## config.mk

```make
export PLATFORM = sky130hd
export DESIGN_NAME = vga_menu_ctrl
export DESIGN_NICKNAME = d
export VERILOG_FILES = /design/src/rtl/vga_menu_pkg.sv /design/src/rtl/vga_menu_ctrl_timing.sv /design/src/rtl/vga_menu_ctrl.sv
export SDC_FILE = /design/constraint.sdc
export NUM_CORES = 1
export LEC_CHECK = 0
export ABC_AREA = 1
export CAP_MARGIN = 25
export CORE_ASPECT_RATIO = 0.75
export CORE_MARGIN = 5
export CORE_UTILIZATION = 28
export CTS_CLUSTER_DIAMETER = 30
export CTS_CLUSTER_SIZE = 25
export DETAILED_ROUTE_END_ITERATION = 8
export GPL_ROUTABILITY_DRIVEN = 1
export PLACE_DENSITY = 0.51
export SYNTH_ARGS = -nofsm -noshare
export SYNTH_HDL_FRONTEND = slang
export SYNTH_SLANG_ARGS = --single-unit
```

## constraint.sdc

```tcl
create_clock -name in_clk -period 2.5 [get_ports in_clk]
set_input_delay 0.5 -clock in_clk [delete_from_list [all_inputs] [get_ports in_clk]]
set_output_delay 0.5 -clock in_clk [all_outputs]
set_load 0.01 [all_outputs]
```

## src/rtl/vga_menu_pkg.sv

```systemverilog
// vga_menu_pkg: default 640x480@60 timing, the click/hover
// hit bundle and the signed cursor helpers.
package vga_menu_pkg;

  localparam int DEF_H_ACTIVE = 640;
  localparam int DEF_H_FP     = 16;
  localparam int DEF_H_SYNC   = 96;
  localparam int DEF_H_BP     = 48;
  localparam int DEF_V_ACTIVE = 480;
  localparam int DEF_V_FP     = 10;
  localparam int DEF_V_SYNC   = 2;
  localparam int DEF_V_BP     = 33;
  localparam int DEF_CLK_DIV  = 4;
  localparam int DEF_CW       = 10;

  typedef struct packed {
    logic       valid;
    logic [3:0] idx;
  } hit_t;

  function automatic int tot(
    input int act,
    input int fp,
    input int sync,
    input int bp
  );
    return act + fp + sync + bp;
  endfunction

  function automatic int sext9(input logic [8:0] d);
    return int'($signed(d));
  endfunction

  function automatic int clamp(
    input int v,
    input int lo,
    input int hi
  );
    if (v < lo) return lo;
    if (v > hi) return hi;
    return v;
  endfunction

endpackage

```

## src/rtl/vga_menu_ctrl_timing.sv

```systemverilog
// vga_timing_gen: pixel-enable divider, h/v counters and the
// registered sync/active/position outputs.
// Ports: in_clk, reset (async, active-low) -> pix_en, hsync,
// vsync, active, pix_x, pix_y, frame_start, vblank_start.
module vga_timing_gen
  import vga_menu_pkg::*;
#(
  parameter int H_ACTIVE = DEF_H_ACTIVE,
  parameter int H_FP     = DEF_H_FP,
  parameter int H_SYNC   = DEF_H_SYNC,
  parameter int H_BP     = DEF_H_BP,
  parameter int V_ACTIVE = DEF_V_ACTIVE,
  parameter int V_FP     = DEF_V_FP,
  parameter int V_SYNC   = DEF_V_SYNC,
  parameter int V_BP     = DEF_V_BP,
  parameter bit SYNC_POL = 1'b0,
  parameter int CLK_DIV  = DEF_CLK_DIV,
  parameter int CW       = DEF_CW
) (
  input  logic          in_clk,
  input  logic          reset,
  output logic          pix_en,
  output logic          hsync,
  output logic          vsync,
  output logic          active,
  output logic [CW-1:0] pix_x,
  output logic [CW-1:0] pix_y,
  output logic          frame_start,
  output logic          vblank_start
);

  localparam int H_TOT = tot(H_ACTIVE, H_FP, H_SYNC, H_BP);
  localparam int V_TOT = tot(V_ACTIVE, V_FP, V_SYNC, V_BP);
  localparam int DW    = (CLK_DIV > 1) ? $clog2(CLK_DIV) : 1;
  localparam int HS0   = H_ACTIVE + H_FP;
  localparam int VS0   = V_ACTIVE + V_FP;

  logic [DW-1:0] div_cnt;
  logic [DW-1:0] div_nxt;
  logic [CW-1:0] h_cnt;
  logic [CW-1:0] v_cnt;
  logic          h_wrap;
  logic          v_wrap;
  logic          in_hs;
  logic          in_vs;

  always_comb begin
    div_nxt = div_cnt + 1'b1;
    if (div_cnt == DW'(CLK_DIV - 1)) div_nxt = '0;
    h_wrap = (h_cnt == CW'(H_TOT - 1));
    v_wrap = (v_cnt == CW'(V_TOT - 1));
    in_hs  = (h_cnt >= CW'(HS0)) &&
             (h_cnt <  CW'(HS0 + H_SYNC));
    in_vs  = (v_cnt >= CW'(VS0)) &&
             (v_cnt <  CW'(VS0 + V_SYNC));
  end

  // Counters move to (0, V_ACTIVE) on this edge.
  assign vblank_start = pix_en && h_wrap &&
                        (v_cnt == CW'(V_ACTIVE - 1));

  // pix_en is registered so it stays low during reset,
  // even when CLK_DIV is 1.
  always_ff @(posedge in_clk or negedge reset) begin
    if (!reset) begin
      div_cnt     <= '0;
      pix_en      <= 1'b0;
      h_cnt       <= '0;
      v_cnt       <= '0;
      pix_x       <= '0;
      pix_y       <= '0;
      active      <= 1'b0;
      hsync       <= ~SYNC_POL;
      vsync       <= ~SYNC_POL;
      frame_start <= 1'b0;
    end else begin
      div_cnt     <= div_nxt;
      pix_en      <= (div_nxt == DW'(CLK_DIV - 1));
      frame_start <= 1'b0;
      if (pix_en) begin
        h_cnt <= h_wrap ? '0 : h_cnt + 1'b1;
        if (h_wrap) v_cnt <= v_wrap ? '0 : v_cnt + 1'b1;
        pix_x  <= h_cnt;
        pix_y  <= v_cnt;
        active <= (h_cnt < CW'(H_ACTIVE)) &&
                  (v_cnt < CW'(V_ACTIVE));
        hsync  <= in_hs ? SYNC_POL : ~SYNC_POL;
        vsync  <= in_vs ? SYNC_POL : ~SYNC_POL;
        frame_start <= (h_cnt == '0) && (v_cnt == '0);
      end
    end
  end

endmodule

```

## src/rtl/vga_menu_ctrl.sv

```systemverilog
// vga_menu_ctrl: VGA timing, PS/2 cursor with per-frame
// commit, cursor overlay flag and prioritised click regions.
// Ports: in_clk, reset, mv_* packet in, region_* rectangles in;
// sync/pixel outputs, cursor_*, hover_* and click_* out.
module vga_menu_ctrl
  import vga_menu_pkg::*;
#(
  parameter int H_ACTIVE    = DEF_H_ACTIVE,
  parameter int H_FP        = DEF_H_FP,
  parameter int H_SYNC      = DEF_H_SYNC,
  parameter int H_BP        = DEF_H_BP,
  parameter int V_ACTIVE    = DEF_V_ACTIVE,
  parameter int V_FP        = DEF_V_FP,
  parameter int V_SYNC      = DEF_V_SYNC,
  parameter int V_BP        = DEF_V_BP,
  parameter bit SYNC_POL    = 1'b0,
  parameter int CLK_DIV     = DEF_CLK_DIV,
  parameter int NUM_REGIONS = 4,
  parameter int CUR_SIZE    = 16,
  parameter int CW          = DEF_CW
) (
  input  logic                      in_clk,
  input  logic                      reset,
  input  logic                      mv_valid,
  input  logic [8:0]                mv_dx,
  input  logic [8:0]                mv_dy,
  input  logic [2:0]                mv_btn,
  input  logic [NUM_REGIONS-1:0]    region_en,
  input  logic [NUM_REGIONS*CW-1:0] region_x0,
  input  logic [NUM_REGIONS*CW-1:0] region_x1,
  input  logic [NUM_REGIONS*CW-1:0] region_y0,
  input  logic [NUM_REGIONS*CW-1:0] region_y1,
  output logic                      hsync,
  output logic                      vsync,
  output logic                      active,
  output logic [CW-1:0]             pix_x,
  output logic [CW-1:0]             pix_y,
  output logic                      pix_en,
  output logic                      frame_start,
  output logic [CW-1:0]             cursor_x,
  output logic [CW-1:0]             cursor_y,
  output logic                      cursor_on,
  output logic                      click_valid,
  output logic [3:0]                click_idx,
  output logic                      click_miss,
  output logic [3:0]                hover_idx,
  output logic                      hover_valid
);

  localparam int W = CW + 2;
  localparam logic [CW-1:0] CX0 = CW'(H_ACTIVE / 2);
  localparam logic [CW-1:0] CY0 = CW'(V_ACTIVE / 2);

  logic                vblank_start;
  logic [CW-1:0]       pend_x;
  logic [CW-1:0]       pend_y;
  logic signed [W-1:0] sum_x;
  logic signed [W-1:0] sum_y;
  logic [CW-1:0]       nxt_x;
  logic [CW-1:0]       nxt_y;
  logic                prev_left;
  logic                press;
  logic [CW:0]         cur_x_end;
  logic [CW:0]         cur_y_end;
  hit_t                hit;
  logic                unused_btn;

  assign unused_btn = ^mv_btn[2:1];

  vga_timing_gen #(
    .H_ACTIVE (H_ACTIVE),
    .H_FP     (H_FP),
    .H_SYNC   (H_SYNC),
    .H_BP     (H_BP),
    .V_ACTIVE (V_ACTIVE),
    .V_FP     (V_FP),
    .V_SYNC   (V_SYNC),
    .V_BP     (V_BP),
    .SYNC_POL (SYNC_POL),
    .CLK_DIV  (CLK_DIV),
    .CW       (CW)
  ) u_timing (
    .in_clk       (in_clk),
    .reset        (reset),
    .pix_en       (pix_en),
    .hsync        (hsync),
    .vsync        (vsync),
    .active       (active),
    .pix_x        (pix_x),
    .pix_y        (pix_y),
    .frame_start  (frame_start),
    .vblank_start (vblank_start)
  );

  // Two guard bits keep the sum from wrapping before clamping.
  always_comb begin
    sum_x = $signed({2'b00, pend_x}) + W'(sext9(mv_dx));
    sum_y = $signed({2'b00, pend_y}) - W'(sext9(mv_dy));
    nxt_x = CW'(clamp(int'(sum_x), 0, H_ACTIVE - 1));
    nxt_y = CW'(clamp(int'(sum_y), 0, V_ACTIVE - 1));
  end

  // Extra bit so the far edge cannot overflow near the border.
  always_comb begin
    cur_x_end = {1'b0, cursor_x} + (CW+1)'(CUR_SIZE - 1);
    cur_y_end = {1'b0, cursor_y} + (CW+1)'(CUR_SIZE - 1);
    cursor_on = active &&
                (pix_x >= cursor_x) &&
                ({1'b0, pix_x} <= cur_x_end) &&
                (pix_y >= cursor_y) &&
                ({1'b0, pix_y} <= cur_y_end);
  end

  // Walk downwards so the lowest matching index wins.
  always_comb begin
    hit = '0;
    for (int i = NUM_REGIONS - 1; i >= 0; i--) begin
      if (region_en[i] &&
          cursor_x >= region_x0[i*CW +: CW] &&
          cursor_x <= region_x1[i*CW +: CW] &&
          cursor_y >= region_y0[i*CW +: CW] &&
          cursor_y <= region_y1[i*CW +: CW]) begin
        hit.valid = 1'b1;
        hit.idx   = 4'(i);
      end
    end
  end

  assign press = mv_valid && mv_btn[0] && !prev_left;

  always_ff @(posedge in_clk or negedge reset) begin
    if (!reset) begin
      pend_x      <= CX0;
      pend_y      <= CY0;
      cursor_x    <= CX0;
      cursor_y    <= CY0;
      prev_left   <= 1'b0;
      hover_valid <= 1'b0;
      hover_idx   <= '0;
      click_valid <= 1'b0;
      click_miss  <= 1'b0;
      click_idx   <= '0;
    end else begin
      hover_valid <= hit.valid;
      hover_idx   <= hit.idx;
      click_valid <= press && hit.valid;
      click_miss  <= press && !hit.valid;
      if (press && hit.valid) click_idx <= hit.idx;
      if (vblank_start) begin
        cursor_x <= pend_x;
        cursor_y <= pend_y;
      end
      if (mv_valid) begin
        pend_x    <= nxt_x;
        pend_y    <= nxt_y;
        prev_left <= mv_btn[0];
      end
    end
  end

endmodule

```

==> flow_summary_export.csv <==
group,metric,value,unit
power_and_ir_drop,peakVddDrop,0.302,mV
detailed_routing,topRoutingLayerUsed,"met4",
clock_tree,htreeDepth,3,
setup_path,r2r_setup_slack,0.14,ns
grt,gr-usage-all-layers,17.3,%
timing,worst_pin_slew,0.573,ns
detailed_routing,via_count,11008,
clock_tree,cts_hold_buffers,0,
synth,synth_top_area_share,26.9,%
synth,synth_mux_area_share,1.57,%
synth,syn-instance-count,1529,
grt,first_global_vias,11005,
power_and_ir_drop,leakagePower,0.00855,µW
final_layout,fillers,3907,
timing,relSlewSlack,61.8,%
clock_tree,clk_path_buf_depth,2,
floorplan,die_area,42400,µm²
setup_path,worst_setup_path_end_kind,"primary output",
setup_path,worstSetupPathType,"register to primary output",
grt,gr-total-overflow,0,
place,gp_routability_congestion,0.881,
timing,rsz0062_at_grt,"yes",
clock_tree,clk_pin_slew_worst_paths,0.06,ns
timing,period_minus_slack,3.15,ns
final_layout,finalNonFillerCells,2455,
place,placed_cells,2424,
synth,synth_xor_area_share,2.53,%
place,dp_hpwl,32100,µm
synth,synth_edf_count,0,
final_layout,drive_above_1_share,16.3,%
detailed_routing,drt_pass1_iterations,4,
synth,ys_ff_latch,95,
place,port_buffers,238,
setup_path,startpoint_type,"register",
setup_path,cp_top_family,"compound AO/OA/AOI/OAI gates",
clock_tree,cts_tree,"done",
synth,yosysWarnings,0,
detailed_routing,wirelength,38200,µm
setup_path,slowest_delay,0.41,ns
final_layout,seqCellArea,2400,µm²
grt,grt_max_degree,40,
power_and_ir_drop,power_density,410,nW/µm²
synth,synthArstFlopShare,100,%
synth,synth_compound_area_share,9.92,%
setup_path,cp_cell_sequence,"inv_2 -> ha_4 -> nand3_2 -> nand2_2 -> nor2_2 -> xor2_1 -> ha_1 -> a21oi_2 -> o21ai_1 -> a21oi_1 -> o21ai_1 -> a21oi_1 -> o211ai_1 -> nor2_2 -> buf_2",
clock_tree,cts_buffers,9,
detailed_routing,drt-initial-drc-count,567,
synth,yosysSeqAreaShare,22.3,%
setup_path,worst_path_max_delay_cell,"dfrtp_2",
floorplan,start_util,28.2,%
detailed_routing,wl_met3,2030,µm
detailed_routing,wl_met2,17100,µm
setup_path,path_max_fanout,3,
timing,finalSetupViolCount,1,
floorplan,dieWidth,236,µm
floorplan,core,38100,µm²
floorplan,io_pins,245,
detailed_routing,wl_met1,18800,µm
final_layout,multi_input_area,7570,µm²
timing,finalMaxSlewViolations,0,
place,placed_cell_area,14900,µm²
synth,synthTopCellsByArea,"ha_1 27%, dfrtp_1 19%, nand2_1 13%",
power_and_ir_drop,p_total,6480,µW
place,place_ws,-0.829,ns
setup_path,timing.rr.end,"click_valid",
final_layout,final_area,15800,µm²
timing,setup_ws,-0.650,ns
clock_tree,cts_root_buffer,"clkbuf_16",
floorplan,fp.dieH,180,µm
setup_path,reg2reg_from,"cursor_x[8]",
synth,synth_top_family_by_area,"adder cells",
outcome,violations,"negative setup slack",
timing,post-route-period-util,126,%
clock_tree,clk_latency,0.34,ns
synth,synth_area_leader_cell,"ha_1",
detailed_routing,avgViaCountPerCell,4.48,
min_path,hp-class,"primary input to async pin",
grt,grt_antenna_before_repair,0,
setup_path,path_buf_inv,2,
outcome,status,"finished with violations",
setup_path,reg2reg_depth,14,
grt,grt_pass1_wl,59400,µm
timing,fin_skew,0.0107,ns
detailed_routing,drc,0,
synth,synth_area,10700,µm²
synth,avgSynthCellArea,7.03,µm²
final_layout,area_growth,47.2,%
clock_tree,cts_sinks,95,
job,maxCapViolations,0,
synth,synth_flop_cell,"dfrtp_1",
detailed_routing,avgRoutedWirePerCell,15.6,µm
synth,yosysUniqueCellTypes,44,
final_layout,diodes,0,
synth,yosys.area_share.simple,25.1,%
floorplan,placementRows,62,
synth,synth-adder-area-share,27.3,%
timing,max_freq,317,MHz
final_layout,nNetsFinal,2359,
setup_path,worst_ep_arrival_time,2.65,ns
detailed_routing,drtAntennaViolNets,0,
setup_path,required,2.00,ns
timing,hold_violations,0,
==> flip-flops by register name, indices dropped and copies added, names as in the netlist <==
register              count
u_timing.v_cnt           10
prev_left                 1
hover_idx                 2
u_timing.div_cnt          2
u_timing.pix_y           10
click_miss                1
cursor_x                 10
u_timing.active           1
u_timing.hsync            1
u_timing.pix_en           1
u_timing.frame_start      1
pend_y                   10
cursor_y                 10
hover_valid               1
click_idx                 2
click_valid               1
u_timing.h_cnt           10
u_timing.vsync            1
u_timing.pix_x           10
pend_x                   10
==> how the worst max path moves through the flow <==
stage / from / endpoint / slack (ns) / depth (start not counted)
6_report: cursor_x[1] / cursor_on / -0.65 / 15
5_1_grt: cursor_x[0] / cursor_on / -0.82 / 15
4_1_cts: cursor_y[1] / cursor_on / -0.71 / 16
3_5_place_dp: cursor_y[0] / cursor_on / -0.83 / 16
3_3_place_gp: cursor_y[0] / cursor_on / -0.81 / 15
2_1_floorplan: cursor_x[1] / cursor_on / -0.14 / 14
==> final cells by class <==
| class | count | area share, % |
|---|---|---|
| Multi-Input combinational cell | 1119 | 47.9 |
| Timing Repair Buffer | 408 | 23.6 |
| Sequential cell | 95 | 15.2 |
| Inverter | 304 | 7.27 |
| Tap cell | 512 | 4.05 |
| Clock buffer | 13 | 1.58 |
| Clock inverter | 3 | 0.435 |
| Timing Repair inverter | 1 | 0.0316 |
==> layout by cell type, fill, tap and decap left out, types with 4 or more instances in the layout <==
| master | instances |
|---|---|
| nand2_1 | 360 |
| inv_1 | 294 |
| clkdlybuf4s50_1 | 232 |
| ha_1 | 217 |
| buf_4 | 159 |
| nor2_1 | 120 |
| a21oi_1 | 76 |
| dfrtp_1 | 74 |
| nand3_1 | 53 |
| o21ai_0 | 42 |
| nand4_1 | 30 |
| xor2_1 | 21 |
| nor2_2 | 21 |
| nor3_1 | 20 |
| nand2_2 | 18 |
| dfstp_2 | 14 |
| ha_4 | 13 |
| a21oi_2 | 10 |
| o211ai_1 | 9 |
| o21a_1 | 9 |
| clkbuf_16 | 9 |
| o21bai_1 | 8 |
| buf_6 | 8 |
| a21o_1 | 7 |
| o21ai_1 | 7 |
| nor4_1 | 7 |
| mux2_2 | 7 |
| dfrtp_2 | 7 |
| inv_2 | 6 |
| nand3b_1 | 6 |
| xnor2_1 | 6 |
| mux2_4 | 6 |
| nand3_2 | 5 |
| a211oi_1 | 4 |
| conb_1 | 4 |
| dlymetal6s2s_1 | 4 |
==> layer usage <==
layer | up-vias | GRT usage, %
met5 | - | 0
met4 | 0 | 2.56
met3 | 15 | 3.46
met2 | 267 | 28.5
met1 | 4985 | 24.2
li1 | 5741 | -
==> logic make-up after synthesis <==
kind of cell	after synthesis
compound gates	188
flops	95
mux	13
buf+inv	318
simple gates	650
other cells	1
xor+xnor	31
fa+ha+maj	233
==> power breakdown <==
part / switching (µW) / total [µW] / internal, µW
Clock: 584 / 1490 / 908
Sequential: 187 / 1900 / 1710
Combinational: 1480 / 3090 / 1610
Total: 2250 / 6480 / 4230
==> per-stage QoR <==
stage	hold slack, ns	setup TNS [ns]	utilization [%]
floorplan	0.204	-0.143	-
global placement	0.441	-9.08	39.2
detailed placement	0.456	-9.36	39.2
CTS	0.160	-0.713	40.4
global route	0.181	-0.820	41.5
finish	0.149	-0.650	41.5
==> synthesized netlist by cell type, drive strengths merged (13+ instances only) <==
library cell  count
dfstp            14
a21oi            87
o21ai            52
inv             302
nand3            58
nand2           380
nor2            143
mux2             13
xor2             24
nor3             21
nand4            31
ha              231
dfrtp            81
==> worst register-to-register path, stage by stage (launching register included) <==
cell and delay [ns]:
dfstp_2 0.62, buf_12 0.17, ha_1 0.24, nand2_1 0.10, nor2_2 0.06, a21boi_2 0.14
nor2_1 0.11, nor2_1 0.07, nor2_2 0.15, buf_4 0.15, nand3_2 0.08, nand2_2 0.11
nor2_2 0.06, nor2_2 0.12, buf_4 0.13
==> what timing repair did <==
action	in CTS	in global routing
endpoints found under the hold margin	0	0
pin swaps	23	33
endpoints found under the setup margin	13	25
cloned	0	2
setup buffers	9	6
gates resized for setup	30	100
No activity file was read; power rests on OpenSTA's default activity.
